==> config.mk <==
export PLATFORM = sky130hd
export DESIGN_NAME = dcache_2way
export DESIGN_NICKNAME = d
export VERILOG_FILES = /design/src/rtl/dcache_2way.sv
export SDC_FILE = /design/constraint.sdc
export NUM_CORES = 1
export LEC_CHECK = 0
export ABC_AREA = 1
export BUFFER_PORTS_ARGS = -buffer_cell sky130_fd_sc_hd__buf_4
export CORE_MARGIN = 1
export CORE_UTILIZATION = 45
export DETAILED_ROUTE_END_ITERATION = 6
export GPL_ROUTABILITY_DRIVEN = 0
export PLACE_DENSITY = 0.63
export SYNTH_ARGS = -nofsm -noshare
export SYNTH_HDL_FRONTEND = slang
export SYNTH_SLANG_ARGS = --single-unit
==> constraint.sdc <==
create_clock -name CLK -period 11.1 [get_ports CLK]
set_clock_uncertainty 0.1 [all_clocks]
set_input_delay 2.22 -clock CLK [delete_from_list [all_inputs] [get_ports CLK]]
set_output_delay 2.22 -clock CLK [all_outputs]
set_load 0.005 [all_outputs]
==> src/rtl/dcache_2way.sv <==
// dcache_2way: two-way set-associative write-back data cache with LRU replacement.
// The cpu side and the memory side both use BUSYWAIT-style stalls.
// Optional build macro DCACHE_STATS_EN adds the HIT_COUNT and MISS_COUNT
// outputs. Both are saturating 16-bit counters.
module dcache_2way #(
  parameter int ADDR_W = 8,
  parameter int DATA_W = 8,
  parameter int WORDS  = 4,
  parameter int SETS   = 4
) (
  input  logic                              CLK,
  input  logic                              RESET,
  input  logic                              READ,
  input  logic                              WRITE,
  input  logic [ADDR_W-1:0]                 ADDRESS,
  input  logic [DATA_W-1:0]                 WRITEDATA,
  output logic [DATA_W-1:0]                 READDATA,
  output logic                              BUSYWAIT,
  output logic                              mem_read,
  output logic                              mem_write,
  output logic [ADDR_W-$clog2(WORDS)-1:0]   mem_address,
  output logic [DATA_W*WORDS-1:0]           mem_writedata,
  input  logic [DATA_W*WORDS-1:0]           mem_readdata,
  input  logic                              mem_busywait
`ifdef DCACHE_STATS_EN
  ,
  output logic [15:0]                       HIT_COUNT,
  output logic [15:0]                       MISS_COUNT
`endif
);

  localparam int OFF_W = $clog2(WORDS);
  localparam int IDX_W = $clog2(SETS);
  localparam int TAG_W = ADDR_W - IDX_W - OFF_W;
  localparam int BLK_W = DATA_W * WORDS;

  typedef enum logic [1:0] {IDLE, WRITEBACK, FETCH, UPDATE} state_t;

  state_t state_q, state_d;

  logic [1:0]       valid_q [SETS];
  logic [1:0]       dirty_q [SETS];
  logic [SETS-1:0]  lru_q;
  logic [TAG_W-1:0] tag_q   [SETS][2];
  logic [BLK_W-1:0] data_q  [SETS][2];
  logic [BLK_W-1:0] fill_q;

  logic [TAG_W-1:0] reqTag;
  logic [IDX_W-1:0] reqIdx;
  logic [OFF_W-1:0] reqOff;
  logic             req;
  logic             hit0;
  logic             hit1;
  logic             hit;
  logic             hitWay;
  logic             victim;
  logic             victimDirty;
  logic [BLK_W-1:0] hitBlock;

  assign reqTag      = ADDRESS[ADDR_W-1 -: TAG_W];
  assign reqIdx      = ADDRESS[OFF_W +: IDX_W];
  assign reqOff      = ADDRESS[OFF_W-1:0];
  assign req         = READ | WRITE;
  assign hit0        = valid_q[reqIdx][0] && (tag_q[reqIdx][0] == reqTag);
  assign hit1        = valid_q[reqIdx][1] && (tag_q[reqIdx][1] == reqTag);
  assign hit         = hit0 | hit1;
  assign hitWay      = hit1;
  assign hitBlock    = data_q[reqIdx][hitWay];
  assign victimDirty = valid_q[reqIdx][victim] && dirty_q[reqIdx][victim];

  // Victim choice: fill an empty way first (way 0 before way 1), else evict the LRU way
  always_comb begin
    victim = lru_q[reqIdx];
    if (!valid_q[reqIdx][0]) begin
      victim = 1'b0;
    end else if (!valid_q[reqIdx][1]) begin
      victim = 1'b1;
    end
  end

  // Miss-handling FSM next state plus cpu/memory handshake outputs
  always_comb begin
    state_d       = state_q;
    BUSYWAIT      = 1'b0;
    READDATA      = '0;
    mem_read      = 1'b0;
    mem_write     = 1'b0;
    mem_address   = {reqTag, reqIdx};
    mem_writedata = '0;
    case (state_q)
      IDLE: begin
        if (req && !hit) begin
          BUSYWAIT = 1'b1;
          state_d  = victimDirty ? WRITEBACK : FETCH;
        end else if (READ && !WRITE && hit) begin
          READDATA = hitBlock[int'(reqOff)*DATA_W +: DATA_W];
        end
      end
      WRITEBACK: begin
        BUSYWAIT      = 1'b1;
        mem_write     = 1'b1;
        mem_address   = {tag_q[reqIdx][victim], reqIdx};
        mem_writedata = data_q[reqIdx][victim];
        if (!mem_busywait) state_d = FETCH;
      end
      FETCH: begin
        BUSYWAIT = 1'b1;
        mem_read = 1'b1;
        if (!mem_busywait) state_d = UPDATE;
      end
      UPDATE: begin
        BUSYWAIT = 1'b1;
        state_d  = IDLE;
      end
      default: state_d = IDLE;
    endcase
    if (!RESET) BUSYWAIT = 1'b0;
  end

  // State register plus the per-way valid/dirty flags and per-set LRU bit
  always_ff @(posedge CLK or negedge RESET) begin
    if (!RESET) begin
      state_q <= IDLE;
      lru_q   <= '0;
      for (int s = 0; s < SETS; s++) begin
        valid_q[s] <= '0;
        dirty_q[s] <= '0;
      end
    end else begin
      state_q <= state_d;
      if (state_q == IDLE && req && hit) begin
        lru_q[reqIdx] <= ~hitWay;
        if (WRITE) dirty_q[reqIdx][hitWay] <= 1'b1;
      end else if (state_q == UPDATE) begin
        valid_q[reqIdx][victim] <= 1'b1;
        dirty_q[reqIdx][victim] <= 1'b0;
        lru_q[reqIdx]           <= ~victim;
      end
    end
  end

  // Tag and data storage; nothing is written while reset holds the FSM idle with all ways invalid
  always_ff @(posedge CLK) begin
    if (state_q == IDLE && WRITE && hit) begin
      data_q[reqIdx][hitWay][int'(reqOff)*DATA_W +: DATA_W] <= WRITEDATA;
    end else if (state_q == FETCH && !mem_busywait) begin
      fill_q <= mem_readdata;
    end else if (state_q == UPDATE) begin
      data_q[reqIdx][victim] <= fill_q;
      tag_q[reqIdx][victim]  <= reqTag;
    end
  end

`ifdef DCACHE_STATS_EN
  logic        afterMiss_q;
  logic [15:0] hitCount_q;
  logic [15:0] missCount_q;

  // Saturating counters; the hit that completes a miss is not counted as a hit
  always_ff @(posedge CLK or negedge RESET) begin
    if (!RESET) begin
      afterMiss_q <= 1'b0;
      hitCount_q  <= '0;
      missCount_q <= '0;
    end else if (state_q == IDLE && req) begin
      if (!hit) begin
        if (missCount_q != 16'hFFFF) missCount_q <= missCount_q + 16'd1;
      end else if (afterMiss_q) begin
        afterMiss_q <= 1'b0;
      end else if (hitCount_q != 16'hFFFF) begin
        hitCount_q <= hitCount_q + 16'd1;
      end
    end else if (state_q == UPDATE) begin
      afterMiss_q <= 1'b1;
    end
  end

  assign HIT_COUNT  = hitCount_q;
  assign MISS_COUNT = missCount_q;
`endif

endmodule
# Yosys cells after proc, flatten, opt, wreduce, memory -nomap -nowiden

Memories as Yosys holds them, arrays and structs flattened.
Cells that the tools add are included.

Register bits: 54
Bits in writable memories: 288
Output and inout port bits: 49
Memories kept: 2

Memories:

| name   | words | bits a word | read ports | clocked after Yosys merged registers in | wr ports | RTL line | RTL |
|---|---|---|---|---|---|---|---|
| data_q | 4     | 64          | 1          | 0                                       | 1        | 45       | `logic [BLK_W-1:0] data_q [SETS][2];` |
| tag_q  | 4     | 8           | 1          | 0                                       | 1        | 44       | `logic [TAG_W-1:0] tag_q [SETS][2];` |

Add/sub/neg operators: 1
$lt $le $gt $ge: 12
Eq/ne operators: 9
Shifts and indexed selects: 3
Mux-type cells: 132
Bitwise logic cells: 77
Reductions and logical operators: 27

Operator list:

| cell                                                                     | count |
|---|---|
| 32-bit two-way mux                                                       | 9 |
| 64-bit two-way mux                                                       | 2 |
| 1-bit two-way mux                                                        | 82 |
| 1-bit bitwise OR                                                         | 66 |
| 32-bit demux with 1-bit select                                           | 2 |
| 8-bit two-way mux                                                        | 7 |
| 5-bit negator with 33-bit output                                         | 1 |
| 8-bit by 33-bit variable shift with 32-bit output (first input constant) | 1 |
| 8-bit by 33-bit indexed part select with 32-bit output                   | 1 |
| 32-bit by 6-bit indexed part select with 8-bit output                    | 1 |
| 4-bit two-way mux                                                        | 6 |
| 2-bit two-way mux                                                        | 10 |
| 1-bit logical AND                                                        | 17 |
| 8-bit bitwise OR                                                         | 2 |
| 8-bit bitwise AND                                                        | 1 |
| 2-bit binary-select mux with 2-bit select                                | 2 |
| 4-bit bitwise mux                                                        | 2 |
| 2-bit demux with 2-bit select                                            | 2 |
| 4-bit equality test                                                      | 2 |
| 2-bit != test (second input constant)                                    | 4 |
| 8-bit inverter                                                           | 1 |
| 2-bit one-hot mux with 4 select lines                                    | 1 |
| 6-bit two-way mux                                                        | 1 |
| 2-bit AND reduction                                                      | 3 |
| other kinds (23)                                                         | 35 |

# Depth between registers and ports, before layout

Gate-level depths: netlist of the first run.

Depth in word-level cells: 16
Gate-level depth with buffers: 19
Depth with buffers taken out: 16

# Worst setup path after synthesis of the first run

Ideal clock, no wire load.

Kind: input -> register
From: in ADDRESS[2]
To: reg fill_q[0], enable pin
Library setup time: 0.470 ns
Arrival time: 5.683 ns
Required time: 10.530 ns
Setup slack: 4.846 ns
Stages: 11
Buffers on the path: 3
Cell sequence: buf_4 nor2_1 buf_2 a22oi_1 nand2_1 nand2_1 nand2_1 nand3_2 nand2_4 clkbuf_1 a21boi_0

Longest elaborated chain between the ends: 9
Elaborated cells between the ends (all ways): 13
Those cells by class: eq/ne: 2; mux: 3; bitwise: 3; reduce/logical: 4; memory: 1

Ends and longest elaborated chain:

| element                                                                  | RTL line | RTL |
|---|---|---|
| start: declaration                                                       | 15       | `input logic [ADDR_W-1:0] ADDRESS,` |
| parallel branches: the longest is 5 deep, another holds memory 4 x 8 bit | -        |  |
| 1-bit bitwise OR (*)                                                     | 66       | `assign hit = hit0 \| hit1;` |
| 1-bit logical AND (*)                                                    | 144      | `if (state_q == IDLE && WRITE && hit) begin` |
| 1-bit inverter (no line) (*)                                             | -        |  |
| 2-bit AND reduction (no line) (*)                                        | -        |  |
| end signal: assignment                                                   | 147      | `fill_q <= mem_readdata;` |
| end: declaration                                                         | 46       | `logic [BLK_W-1:0] fill_q;` |

Mark *: on every way between the ends. The select of a mux whose other input is x is not followed.
A chain may end at the register's enable or synchronous reset.

# Worst setup path in the final report of the first run

From: in ADDRESS[2]
To: out mem_writedata[8]

Longest elaborated chain between the ends: 11
Elaborated cells between the ends (all ways): 14
Those cells by class: mux: 11; bitwise: 2; memory: 1

Ends and longest elaborated chain:

| element                                                   | RTL line | RTL |
|---|---|---|
| 2-bit inverter with 3-bit output (not written as such)    | 74, 76   |  |
| 2-bit binary-select mux with 2-bit select                 | 74, 76   |  |
| 2-bit two-way mux (not written as such) (2 in a row)      | 76       | `end else if (!valid_q[reqIdx][1]) begin` |
| 1-bit two-way mux                                         | 76       |  |
| 1-bit two-way mux                                         | 74       | `if (!valid_q[reqIdx][0]) begin` |
| 1-bit inverter with 2-bit output (not written as such)    | 103      | `mem_writedata = data_q[reqIdx][victim];` |
| 32-bit two-way mux (not written as such) (*) (3 in a row) | 103      |  |
| 32-bit two-way mux (*)                                    | 90       | `case (state_q)` |
| end: declaration                                          | 22       | `output logic [DATA_W*WORDS-1:0] mem_writedata,` |

Mark *: on every way between the ends. The rest lies on a longest branch, timed or not. The select of a mux whose other input is x is not followed.

==> flow_summary.json, run 1 <==
{
  "status": "finished, final reports clean",
  "fin_area_sq_um": 17800,
  "cp.arrival_ns": 5.92,
  "yosysTopAreaCell": "edfxtp_1",
  "dieArea_sq_um": 35400,
  "avgSynthCellArea_sq_um": 10.6,
  "yosysSeqAreaShare_pct": 65.2,
  "instances_no_fill": 2005,
  "synth_edf_count": 320,
  "worst_pin_slew_ns": 1.08,
  "yosys-top-cells-count": "edfxtp_1 (320), nand2_1 (310), nor2_1 (205), nand3_1 (89), inv_1 (82)",
  "p_comb_share_pct": 17.9,
  "routed_wirelength_microns": 41500,
  "hp-start": "valid_q[0]",
  "min_path_type": "reg -> reg",
  "drtIter0Drc": 1096,
  "p_int_uw": 2440,
  "syn-num-nets": 1529,
  "numPlacedInstances": 1940,
  "post_cts_resized": 0,
  "grtUsageTotal_pct": 23.8,
  "clkSinkCount": 342,
  "wl_per_cell_microns": 20.7,
  "n_fill_cell": 2971,
  "end_kind": "output port",
  "switching_share_pct": 27.7,
  "fin_util_pct": 52.6,
  "crit_type": "in -> out",
  "synth.area.top_cells": "edfxtp_1 (62%), nand2_1 (7.5%), nor2_1 (4.9%), dfrtp_1 (3.5%), nand3_1 (2.9%)",
  "ioPinCount": 102,
  "cap_violations": 0,
  "clk_pin_slew_ns": 0.06,
  "grt_pass1_vias": 10800,
  "power_frac_seq_pct": 46.0,
  "worstPathRequired_ns": 8.78,
  "rr_worst_depth": 10,
  "grt_max_degree": 71,
  "synthFlopType": "edfxtp_1",
  "min_period_ns": 8.24,
  "route.detailed.drc": 0,
  "post-route-period-util_pct": 74.2,
  "hold_viol_final": 0,
  "tns_ns": 0,
  "layout.area.seq_sq_um": 10200,
  "core_sq_um": 33800,
  "crit_fanout": 46,
  "grt_first_pass_wirelength_microns": 63400,
  "drv_slew": 0,
  "cts_buffers": 37,
  "initial_utilization_pct": 46.1,
  "dr_total_vias": 11100,
  "power_density_nw_per_um2": 190,
  "holdWs_ns": 0.355,
  "root_buffer": "clkbuf_16",
  "rows": 67,
  "ys_seq_elements": 342,
  "h-tree-depth": 2,
  "final_nets": 1594,
  "port_buffers": 101,
  "antenna_found_initial": 0,
  "drive_above_1_share_pct": 13.4,
  "setup_viol": 0,
  "reg2reg_from": "valid_q[7]",
  "globalRouteOverflowTotal": 0,
  "r2r_end": "data_q[3][63]",
  "syn_area_sq_um": 15600,
  "synth_most_common_cell": "edfxtp_1",
  "synthArstFlopShare_pct": 6.43,
  "synth_cell_types": 36,
  "antennaDiodeCount": 0,
  "hold_buffers": 0,
  "min_to": "valid_q[0]",
  "multiInputGateArea_sq_um": 4640,
  "timing.fmax_mhz": 121,
  "drtAntennaViolNets": 0,
  "syn_to_final_growth_pct": 14.0,
  "hold_depth": 2,
  "rsz0062_at_grt": "false",
  "dieWidth_microns": 188,
  "synth_top_area_share_pct": 61.7,
  "clkLatencyLatePin_ns": 0.52,
  "dpl_cell_area_sq_um": 16600,
  "first_pass_iters": 6,
  "post-cts-setup-buffers": 0,
  "cts_tree": "yes",
  "vias_per_cell": 5.56,
  "power.static_leakage_uw": 0.00678,
  "die_y_microns": 188,
  "net-switching-power_uw": 936,
  "r2r_slack_ns": 6.50,
  "yosys_warnings": 0,
  "synth_cells": 1466,
  "cts_buffer_depth": 3,
  "slew_headroom_pct": 28.0,
  "clock_power_share_pct": 36.1,
  "dp_hpwl_microns": 27800,
  "ir_drop_mv": 0.118,
  "cp-start-kind": "input port"
}
## how the worst max path moves through the flow
| stage | startpoint | end | depth (start not counted) | slack (ns) |
|---|---|---|---|---|
| final | ADDRESS[2] | mem_writedata[8] | 14 | 2.86 |
| after detailed placement | ADDRESS[2] | mem_writedata[8] | 14 | 2.96 |
| after floorplan | ADDRESS[2] | fill_q[0] | 11 | 4.85 |
| after CTS | ADDRESS[2] | mem_writedata[8] | 14 | 2.94 |
| after global routing | ADDRESS[2] | mem_writedata[8] | 14 | 2.64 |
| after global placement | ADDRESS[2] | mem_writedata[8] | 14 | 3.02 |
## cells by family (layout without fill, tap and decap cells)
kind of cell             after synthesis  after routing  synth area share (%)
AND/OR/NAND/NOR                      639            639                  16.9
flip-flops                           342            342                  65.2
AO/OA/AOI/OAI                        297            297                  12.0
buffers and inverters                178            269                  5.12
adder cells (fa/ha/maj)               10             10                 0.803
## state kept, by name (all words and copies together), names as in the netlist
register and count:
fill_q 32, data_q 256, dirty_q 8, valid_q 8, tag_q 32, lru_q 4
state_q 2
## worst max-delay path, stage by stage
cell and delay, ns:
buf_4 0.19, nand2_2 0.07, buf_4 0.48, inv_2 0.17, nand2_1 0.09, nand4_1 0.15
nand2_1 0.09, and2_1 0.12, buf_4 0.38, clkinv_1 0.81, buf_4 0.52, a21oi_1 0.16
a21boi_0 0.25, buf_4 0.15
## power by group through the flow
stage / combinational [uW] / clock (uW) / sequential (uW)
final: 604 / 1220 / 1550
after global routing: 661 / 1280 / 1560
after CTS: 603 / 1230 / 1550
after detailed placement: 602 / 0 / 1580
after global placement: 592 / 0 / 1580
after floorplan: 380 / 0 / 1570
## routing by layer
metal	global-route usage (%)	up-vias	share of wire, %
li1	-	5284	-
met5	0	-	0
met1	31.1	5338	41
met2	38.9	449	48
met3	5.11	72	8.2
met4	8.60	0	3.3
## placed cells by master, fill, tap and decap left out, drive strengths merged
cell / count
clkinvlp: 2
nand4: 13
ha: 10
clkbuf: 48
a21o: 2
clkinv: 13
o22a: 9
inv: 88
o21ai: 100
nand3: 91
bufinv: 4
a21boi: 25
o221ai: 37
edfxtp: 320
nor2: 208
nand3b: 1
dfrtp: 22
a22oi: 1
o22ai: 49
o21bai: 4
a21oi: 70
and2: 2
buf: 114
nand2: 324
## metrics by stage
stage	setup WS, ns	total power [uW]
2_1_floorplan	4.85	1950
3_3_place_gp	3.02	2170
3_5_place_dp	2.96	2180
4_1_cts	2.94	3390
5_1_grt	2.64	3500
6_report	2.86	3380
## layout make-up
type                            instances  share of cell area [%]
Sequential cell                       342                    57.2
Multi-Input combinational cell        946                    26.1
Clock buffer                           48                    5.74
Timing Repair Buffer                  114                    4.82
Tap cell                              448                    3.16
Inverter                               90                    1.92
Clock inverter                         17                    1.04
No activity file was read; power rests on OpenSTA's default activity.
==> inputs of run 2 (changes only) <==
- clock period: 11.1 -> 7.9 ns (I/O delays scaled with it)
==> run 2 against run 1 <==
Net effect: final cell count grew 0.45%; sequential power grew 41%; register-to-register slack worse by 2.9 ns; worst hold slack improved by 0.0028 ns; via count increased by 1.4%; critical endpoint is now READDATA[4].
==> flow_summary.json, run 2 (synthesized netlist as in run 1, its figures left out) <==
{
  "cp.arrival_ns": 4.96,
  "clkLatencyLatePin_ns": 0.52,
  "power.static_leakage_uw": 0.00682,
  "post_cts_resized": 0,
  "antennaDiodeCount": 0,
  "grtUsageTotal_pct": 23.7,
  "worstPathRequired_ns": 6.22,
  "core_sq_um": 33800,
  "dp_hpwl_microns": 28100,
  "ir_drop_mv": 0.159,
  "hold_viol_final": 0,
  "port_buffers": 101,
  "reg2reg_from": "tag_q[3][2]",
  "n_fill_cell": 2922,
  "r2r_end": "data_q[2][62]",
  "worst_pin_slew_ns": 1.07,
  "largest_register": "data_q",
  "status": "finished, final reports clean",
  "h-tree-depth": 2,
  "grt_first_pass_wirelength_microns": 63700,
  "clock_power_share_pct": 36.8,
  "dieWidth_microns": 188,
  "final_cell_mix": "edfxtp_1 (320), nand2_1 (310), nor2_1 (205), buf_4 (117), nand3_1 (88)",
  "rr_worst_depth": 12,
  "first_pass_iters": 5,
  "net-switching-power_uw": 1370,
  "rsz0062_at_grt": "false",
  "largest_reg_flops": 256,
  "cap_violations": 0,
  "vias_per_cell": 5.61,
  "drtIter0Drc": 1006,
  "switching_share_pct": 28.5,
  "cts_buffer_depth": 3,
  "clkSinkCount": 342,
  "rows": 67,
  "min_path_type": "reg -> reg",
  "drv_slew": 0,
  "p_int_uw": 3440,
  "hold_depth": 2,
  "crit_type": "in -> out",
  "syn_to_final_growth_pct": 14.5,
  "hold_buffers": 0,
  "crit_fanout": 55,
  "clk_pin_slew_ns": 0.05,
  "holdWs_ns": 0.357,
  "cp-start-kind": "input port",
  "hp-start": "valid_q[0]",
  "min_period_ns": 6.64,
  "globalRouteOverflowTotal": 0,
  "ioPinCount": 102,
  "antenna_found_initial": 0,
  "initial_utilization_pct": 46.1,
  "dr_total_vias": 11300,
  "root_buffer": "clkbuf_16",
  "timing.fmax_mhz": 151,
  "power_frac_seq_pct": 45.4,
  "final_common_cell": "edfxtp_1",
  "post-route-period-util_pct": 84.0,
  "slew_headroom_pct": 28.5,
  "final_nets": 1599,
  "cts_tree": "yes",
  "power_density_nw_per_um2": 270,
  "largestRegisters": "data_q x256, fill_q x32, tag_q x32",
  "wl_per_cell_microns": 20.9,
  "route.detailed.drc": 0,
  "routed_wirelength_microns": 42000,
  "grt_pass1_vias": 10900,
  "dieArea_sq_um": 35400,
  "end_kind": "output port",
  "grt_max_degree": 56,
  "drtAntennaViolNets": 0,
  "setup_viol": 0,
  "cts_buffers": 39,
  "p_comb_share_pct": 17.9,
  "die_y_microns": 188,
  "drive_above_1_share_pct": 14.0,
  "crit_path_start": "ADDRESS[2]",
  "post-cts-setup-buffers": 0,
  "tns_ns": 0,
  "r2r_slack_ns": 3.59,
  "min_to": "valid_q[0]"
}
## run 2: metrics by stage
| step | cell area, sq um | total power (uW) | utilization (%) | instances | worst slack [ns] |
|---|---|---|---|---|---|
| after detailed placement | 16600 | 3070 | 49.1 | 1943 | 1.42 |
| after global placement | 16600 | 3050 | 49.1 | 1943 | 1.48 |
| after global routing | 17800 | 4990 | 52.8 | 2014 | 1.10 |
| after CTS | 17800 | 4830 | 52.8 | 2014 | 1.39 |
| after floorplan | 15600 | 2740 | - | 1466 | 2.29 |
| final | 17800 | 4810 | 52.8 | 2014 | 1.26 |
## run 2: critical path: stages
cell,delay [ns]
buf_4,0.19
nor2_1,0.63
nand2_1,0.10
nand4_1,0.18
nand2_1,0.08
nor2_2,0.08
buf_4,0.32
nand2_4,0.40
a21oi_1,0.79
nand2_1,0.13
nor2_1,0.26
buf_4,0.17
## run 2: worst max path at each step
stage / to / slack (ns) / depth (start not counted)
floorplan: fill_q[0] / 2.29 / 11
detailed placement: READDATA[4] / 1.42 / 12
global route: READDATA[7] / 1.10 / 12
finish: READDATA[4] / 1.26 / 12
global placement: READDATA[7] / 1.48 / 12
CTS: READDATA[4] / 1.39 / 12
## run 2: layout make-up
| type | instances | area, sq um | area share, % |
|---|---|---|---|
| Timing Repair Buffer | 117 | 878 | 4.92 |
| Clock buffer | 50 | 1060 | 5.93 |
| Multi-Input combinational cell | 946 | 4640 | 26.0 |
| Sequential cell | 342 | 10200 | 57.0 |
| Tap cell | 448 | 561 | 3.14 |
| Inverter | 90 | 340 | 1.91 |
| Clock inverter | 21 | 201 | 1.13 |
## run 2: power by group through the flow
stage	Combinational [uW]	Sequential, uW	Clock (uW)
after CTS	855	2180	1790
final	859	2180	1770
after global routing	931	2190	1870
after detailed placement	852	2220	0
after floorplan	534	2210	0
after global placement	838	2220	0
## run 2: per-layer routing
layer	GRT usage, %	vias up	wire length [microns]
met5	0	-	0
met1	31.3	5500	17500
met3	4.06	79	2730
met4	8.07	0	1320
met2	39.4	422	20500
li1	-	5298	-
==> inputs of run 3 (changes only) <==
- PLACE_DENSITY: 0.63 -> 0.66
- clock period: 7.9 -> 6.1 ns (I/O delays scaled with it)
==> run 3 against run 2 <==
Net effect: clock power rose by 23%; setup slack got worse by 0.37 ns; die area did not move; global-route usage rose by 0.077 points.
==> flow_summary.json, run 3 (synthesized netlist as in run 1, its figures left out) <==
{
  "cts_tree": "yes",
  "drtAntennaViolNets": 0,
  "cts_buffers": 38,
  "hold_depth": 2,
  "total_power_uw": 6160,
  "post-route-period-util_pct": 85.4,
  "initial_utilization_pct": 46.1,
  "die_y_microns": 188,
  "path_cells": "buf_4 -> nor2_1 -> buf_4 -> inv_2 -> buf_4 -> o22a_1 -> o221ai_1 -> a21oi_1 -> a21boi_0 -> buf_4",
  "setup_viol": 0,
  "dieArea_sq_um": 35400,
  "hp-start": "valid_q[0]",
  "largest_register": "data_q",
  "wl_per_cell_microns": 20.9,
  "r2r_slack_ns": 2.45,
  "core_sq_um": 33800,
  "h-tree-depth": 2,
  "r2r_end": "data_q[2][58]",
  "rsz0062_at_grt": "false",
  "cts_buffer_depth": 3,
  "dieWidth_microns": 188,
  "min_period_ns": 5.21,
  "clkLatencyLatePin_ns": 0.53,
  "cp.arrival_ns": 3.89,
  "end_kind": "output port",
  "max_stage_delay_ns": 0.58,
  "dp_slack_ns": 0.904,
  "globalRouteOverflowTotal": 0,
  "cp_slowest_cell": "inv_2",
  "post-cts-setup-buffers": 0,
  "crit_type": "in -> out",
  "rr_worst_depth": 11,
  "timing.fmax_mhz": 192,
  "fin_ws_ns": 0.888,
  "ioPinCount": 102,
  "slew_headroom_pct": 24.5,
  "largest_reg_flops": 256,
  "ir_drop_mv": 0.227,
  "largestRegisters": "data_q x256, fill_q x32, tag_q x32",
  "n_fill_cell": 2925,
  "reg2reg_from": "tag_q[0][3]",
  "dp_hpwl_microns": 28000,
  "routed_wirelength_microns": 42100,
  "final_cell_mix": "edfxtp_1 (320), nand2_1 (310), nor2_1 (205), buf_4 (122), nand3_1 (88)",
  "grtUsageTotal_pct": 23.7,
  "tns_ns": 0,
  "final_nets": 1605,
  "min_to": "valid_q[0]",
  "final_common_cell": "edfxtp_1",
  "drtIter0Drc": 1042,
  "route.detailed.drc": 0,
  "grt_max_degree": 51,
  "first_pass_iters": 7,
  "worstPathRequired_ns": 4.78,
  "clkSinkCount": 342,
  "status": "finished, final reports clean",
  "cpMostUsedCell": "buf_4",
  "worst_pin_slew_ns": 1.13,
  "drv_slew": 0,
  "power.static_leakage_uw": 0.00682,
  "post_cts_resized": 0,
  "grt_pass1_vias": 10800,
  "antennaDiodeCount": 0,
  "drive_above_1_share_pct": 13.9,
  "antenna_found_initial": 0,
  "hold_buffers": 0,
  "dr_total_vias": 11300,
  "grt_first_pass_wirelength_microns": 63300,
  "port_buffers": 101,
  "root_buffer": "clkbuf_16",
  "power_density_nw_per_um2": 345,
  "cp-start-kind": "input port",
  "min_path_type": "reg -> reg",
  "clk_pin_slew_ns": 0.06,
  "vias_per_cell": 5.62,
  "syn_to_final_growth_pct": 14.5,
  "hold_viol_final": 0,
  "crit_fanout": 35,
  "cap_violations": 0,
  "rows": 67
}
## run 3: cell count changes in the layout (fill, tap and decap cells not counted), moves of 2 or more
cell and delta:
clkinv_2 -4, buf_4 +5, clkbuf_1 +6, buf_12 +2
## run 3: routing by layer
layer / global-route usage [%] / wire, microns
met1: 30.9 / 17000
met2: 39.1 / 20300
met3: 5.33 / 3560
met4: 7.50 / 1140
met5: 2.61 / 124
## run 3: through the flow
stage,cells,util (%),cell area (sq um),hold WS [ns]
floorplan,1466,-,15600,0.322
global placement,1950,49.3,16700,0.337
detailed placement,1950,49.3,16700,0.342
CTS,2018,52.8,17800,0.356
global route,2018,52.8,17800,0.368
finish,2018,52.8,17800,0.355
## run 3: power by group
group,internal [uW],switching [uW]
logic,333,810
clock network,1280,902
registers,2780,52.2
total,4390,1760
## run 3: cell type report
cell class	count	area (sq um)	share of cell area, %
flip-flops and latches	342	10200	57.0
multi-input cells	946	4640	26.0
well taps	448	561	3.14
repair buffers	124	956	5.36
clock inverters	14	140	0.786
inverters	90	340	1.91
clock buffers	54	1040	5.84
## run 3: critical path: cells and delay by family
kind | cells | cell delay [ns]
AND/OR/NAND/NOR | 1 | 0.09
buffers and inverters | 5 | 1.59
AO/OA/AOI/OAI | 4 | 0.93
## run 3: worst max path at each step
stage | startpoint | to | slack (ns) | cells past startpoint
after floorplan | ADDRESS[2] | fill_q[0] | 0.85 | 11
after global placement | ADDRESS[2] | mem_writedata[14] | 0.92 | 10
after detailed placement | ADDRESS[2] | mem_writedata[14] | 0.90 | 10
after CTS | ADDRESS[2] | mem_writedata[14] | 0.90 | 10
after global routing | ADDRESS[2] | READDATA[6] | 0.64 | 14
final | ADDRESS[2] | mem_writedata[24] | 0.89 | 10
